--- config.mk ---
export PLATFORM = sky130hd
export DESIGN_NAME = card_datapath
export DESIGN_NICKNAME = d
export VERILOG_FILES = /design/src/rtl/card_datapath.sv
export SDC_FILE = /design/constraint.sdc
export NUM_CORES = 1
export LEC_CHECK = 0
export ABC_CLOCK_PERIOD_IN_PS = 5600
export CORE_MARGIN = 1.5
export CORE_UTILIZATION = 35
export DETAILED_ROUTE_END_ITERATION = 6
export PLACE_DENSITY_LB_ADDON = 0.25
export SETUP_SLACK_MARGIN = 0.1
export SLEW_MARGIN = 0
export SYNTH_ARGS = -nofsm -noshare
export SYNTH_HDL_FRONTEND = slang
export SYNTH_SLANG_ARGS = --single-unit
--- constraint.sdc ---
create_clock -name slow_clock -period 5.6 [get_ports slow_clock]
set_clock_uncertainty 0.2 [all_clocks]
set_input_delay 0.56 -clock slow_clock [delete_from_list [all_inputs] [get_ports slow_clock]]
set_output_delay 0.56 -clock slow_clock [all_outputs]
set_load 0.03 [all_outputs]
--- src/rtl/card_datapath.sv ---
// Card-holding datapath for the baccarat engine: six card slots, hand scores,
// seven-segment displays and debug status (dealt-card count, sticky error).
module card_datapath (
  input  logic       slow_clock,
  input  logic       resetb,
  input  logic [3:0] new_card,
  input  logic       load_pcard1,
  input  logic       load_pcard2,
  input  logic       load_pcard3,
  input  logic       load_dcard1,
  input  logic       load_dcard2,
  input  logic       load_dcard3,
  output logic [3:0] pcard3,
  output logic [3:0] pscore,
  output logic [3:0] dscore,
  output logic [6:0] HEX0,
  output logic [6:0] HEX1,
  output logic [6:0] HEX2,
  output logic [6:0] HEX3,
  output logic [6:0] HEX4,
  output logic [6:0] HEX5,
  output logic [2:0] cards_dealt,
  output logic       card_error
);

  logic [3:0] p1_q, p2_q, p3_q, d1_q, d2_q, d3_q;
  logic [2:0] dealt_q;
  logic       error_q;
  logic       card_ok;
  logic       any_load;
  logic [3:0] load_val;
  logic [4:0] psum, dsum;

  // Baccarat point value: face value for A..9, zero for tens, faces and empty.
  function automatic logic [3:0] card_value(input logic [3:0] c);
    return ((c >= 4'd1) && (c <= 4'd9)) ? c : 4'd0;
  endfunction

  // Active-low segment pattern, bit order {g,f,e,d,c,b,a}; empty/illegal blanks.
  function automatic logic [6:0] seg(input logic [3:0] c);
    logic [6:0] s;
    case (c)
      4'd1:    s = 7'b0001000;
      4'd2:    s = 7'b0100100;
      4'd3:    s = 7'b0110000;
      4'd4:    s = 7'b0011001;
      4'd5:    s = 7'b0010010;
      4'd6:    s = 7'b0000010;
      4'd7:    s = 7'b1111000;
      4'd8:    s = 7'b0000000;
      4'd9:    s = 7'b0010000;
      4'd10:   s = 7'b1000000;
      4'd11:   s = 7'b1100001;
      4'd12:   s = 7'b0011000;
      4'd13:   s = 7'b0001001;
      default: s = 7'b1111111;
    endcase
    return s;
  endfunction

  // Qualify the incoming card; illegal codes are stored as an empty slot.
  always_comb begin
    card_ok  = (new_card >= 4'd1) && (new_card <= 4'd13);
    load_val = card_ok ? new_card : 4'd0;
    any_load = load_pcard1 | load_pcard2 | load_pcard3 |
               load_dcard1 | load_dcard2 | load_dcard3;
  end

  // Slot registers and debug status; every addressed slot takes the same card.
  always_ff @(posedge slow_clock or negedge resetb) begin
    if (!resetb) begin
      p1_q    <= 4'd0;
      p2_q    <= 4'd0;
      p3_q    <= 4'd0;
      d1_q    <= 4'd0;
      d2_q    <= 4'd0;
      d3_q    <= 4'd0;
      dealt_q <= 3'd0;
      error_q <= 1'b0;
    end else begin
      if (load_pcard1) p1_q <= load_val;
      if (load_pcard2) p2_q <= load_val;
      if (load_pcard3) p3_q <= load_val;
      if (load_dcard1) d1_q <= load_val;
      if (load_dcard2) d2_q <= load_val;
      if (load_dcard3) d3_q <= load_val;
      // One count per loading cycle, saturating at a full six-card round.
      if (any_load && (dealt_q != 3'd6)) dealt_q <= dealt_q + 3'd1;
      if (any_load && !card_ok) error_q <= 1'b1;
    end
  end

  // Hand scores straight from the slots; max sum 27 fits in 5 bits.
  always_comb begin
    psum   = 5'(card_value(p1_q)) + 5'(card_value(p2_q)) + 5'(card_value(p3_q));
    dsum   = 5'(card_value(d1_q)) + 5'(card_value(d2_q)) + 5'(card_value(d3_q));
    pscore = 4'(psum % 5'd10);
    dscore = 4'(dsum % 5'd10);
  end

  // Displays and raw outputs.
  always_comb begin
    HEX0        = seg(p1_q);
    HEX1        = seg(p2_q);
    HEX2        = seg(p3_q);
    HEX3        = seg(d1_q);
    HEX4        = seg(d2_q);
    HEX5        = seg(d3_q);
    pcard3      = p3_q;
    cards_dealt = dealt_q;
    card_error  = error_q;
  end

endmodule

==> qor.csv <==
metric,value,unit
slew margin rel.,30.09,%
first-pass GRT wire length,14180,um
Adder-Cell Fraction of Synth Area,22.12,%
CTS tree,done,
router iterations before antenna repair,4,
ant diodes,0,
most frequent CP cell,ha_4,
Iter 0 DRT Violations,130,
clk root buf,clkbuf_8,
Crit Reg-Reg Startpoint,cards_dealt[0],
Yosys top cell area share,20.65,%
"EDFF count, synth",0,
initial antenna violation count,0,
HPWL Detailed,6344,um
run status,"finished, final reports clean",
Min-Delay Endpoint,card_error,
Crit. End Element,primary output,
Routed Antenna Nets,0,
Final Hold Viols,0,
core area,9328,um^2
CTS buffer count,3,
Max Cap Viol,0,
largest net degree at the start of global routing,29,
Rows,35,
vias in the first global route,3067,
IO buf count,69,
wire per inst,13.34,um
R2R cell count,5,
Hold WS,0.2647,ns
largest area contributor in the netlist,dfrtp_1,
die height,101.5,um
final-report max-slew violation count,0,
endpoints failing setup,0,
final worst path period need,5.404,ns
startpoint types,flip-flop,
Power Total,1.737,mW
Total GRT Usage,16.72,%
nets@finish,596,
r2r endpoint,cards_dealt[2],
max frequency,185.1,MHz
cell count of the worst hold path,1,
DR DRC count,0,
maximum level of the CTS H-tree,1,
PwrDens,364.4,nW/um^2
vias per std cell,5.053,
HP Start,card_error,
Ys Warns,0,
# IOs,70,
Die X,101.5,um
"Period Utilization, post-route",96.50,%
combinational family with the most area after synthesis,adder cells,
Async SR Flop Fraction,100.0,%
buffers and inverters on the worst path,3,
"top cells by area, synth","dfrtp_1, ha_1, o21ai_0, fa_1, nor2_1",
critical path type,flip-flop to primary output,
post-synthesis mux area share,6.674,%
initial core utilization,36.38,%
crit path max fanout,4,
clk slew on worst S/H paths,0.08,ns
RSZ-0062 raised after global routing,true,
DRT Wirelength,8779,um
"CP delay by family, top",adder cells,
synthesized area,3393,um^2
post-synthesis simple-gate area fraction,18.88,%
Pleak,2.071,nW
die area,10300,um^2
Longest Clk Path Bufs,2,
CP required,4.84,ns
global placement routability congestion,0.8948,
R2R setup slack,4.27,ns
"Max stage delay cell, worst path",fa_1,
Hold Buf Count CTS,0,
Post-Syn Area per Cell,7.730,um^2
post-synth cell types,46,
Peak VDD IR,0.0003263,V
share of cells above drive strength 1,20.60,%
worst stage delay on the critical path,0.53,ns
synthesized net count,505,
ys flop type,dfrtp_1,
DR vias,3325,
critical path arrival,4.64,ns
sequential-to-total area share from yosys stat,20.65,%
Tightest Hold Check Type,flip-flop to flip-flop,
Synth top cells by count,"nor2_1, o21ai_0, inv_1, ha_1, nand2_1",
synthesized instance count,439,
Synth Area in Compound Gates,21.42,%
Yosys reg bits,28,
Overflow after GRT,0,
Clock Latency Late Sink,0.26,ns
area added between synthesis and finish,40.45,%
post-synthesis xor/xnor area fraction,2.839,%
Clock Sinks,28,
Slew @ Worst Pin,1.039,ns
worst path cell trace,"inv_2, ha_4, nor4b_4, a21oi_2, and2_4, fa_1, ha_4, fa_2, xor2_2, inv_2, ha_4, o22ai_4, xnor2_2, ha_2, o31a_1, or3_4, a21oi_4, mux2i_2, buf_6",
[logic make-up after synthesis]
| kind of cell | after synthesis |
|---|---|
| AO/OA/AOI/OAI | 121 |
| AND/OR/NAND/NOR | 137 |
| XOR/XNOR | 11 |
| flip-flops | 28 |
| buffers and inverters | 67 |
| adder cells (fa/ha/maj) | 54 |
| multiplexers | 21 |
[routing by layer]
metal | GRT usage (%) | up-vias | routed length, um
met5 | 0 | - | 0
met4 | 1.709 | 0 | 65
met3 | 2.415 | 8 | 281
met2 | 28.34 | 63 | 4243
met1 | 23.42 | 1565 | 4188
li1 | - | 1689 | -
[registers in the layout, indices dropped and copies added, names as in the netlist]
signal       count
p2_q             4
p1_q             4
d1_q             4
cards_dealt      3
pcard3           4
card_error       1
d3_q             4
d2_q             4
[placed cells by master (no fill, tap or decap), drive strengths merged, types with 10 or more instances in the layout]
cell | Yosys | layout
clkdlybuf4s50 | 0 | 63
nor2 | 47 | 47
o21ai | 47 | 47
inv | 45 | 45
ha | 44 | 44
buf | 1 | 43
nand2 | 41 | 41
a21oi | 35 | 35
dfrtp | 28 | 28
mux2 | 13 | 13
fa | 10 | 10
[worst max-delay path by stage]
| stage | start | endpoint | slack, ns | cells after the start |
|---|---|---|---|---|
| after floorplan | d2_q[1] | dscore[2] | 0.14 | 18 |
| after global placement | p1_q[0] | pscore[2] | 0.08 | 19 |
| after detailed placement | p1_q[0] | pscore[2] | -0.03 | 19 |
| after CTS | d2_q[0] | dscore[2] | 0.11 | 19 |
| after global routing | d3_q[0] | dscore[2] | 0.02 | 19 |
| final | d2_q[0] | dscore[2] | 0.20 | 19 |
[layout make-up]
type,count,area (um^2)
tap,129,161.4
inverter,45,171.4
timing repair buffer,108,977.2
clock inverter,1,30.03
clock buffer,3,41.29
fill,907,4562
sequential,28,706.9
multi-input combinational,344,2678
[worst reg2reg max path, cell delays in order, from the launching register on]
cell	delay, ns
dfrtp_1	0.43
inv_1	0.08
ha_1	0.14
nand2_1	0.06
and3_1	0.19
xor2_1	0.14
[stage by stage]
step	worst slack (ns)	setup TNS, ns	std cells	util (%)	cell area (um^2)
floorplan	0.1387	0	439	-	3397
global placement	0.08093	0	630	45.77	4269
detailed placement	-0.02908	-0.02908	630	45.77	4269
CTS	0.1080	0	639	47.54	4434
global route	0.01952	0	658	51.09	4766
finish	0.1961	0	658	51.09	4766
[timing repair]
action                                  in CTS  in global routing
endpoints found under the setup margin       6                  6
gates resized for setup                     20                 46
buffers inserted                             5                 19
pin swaps                                    3                 21
[where the power goes]
group / leakage, nW / switching (mW) / internal, mW
logic: 1.70 / 0.727 / 0.579
clock network: 0.0357 / 0.0601 / 0.0956
registers: 0.336 / 0.0432 / 0.232
No activity file was read; power rests on OpenSTA's default activity.
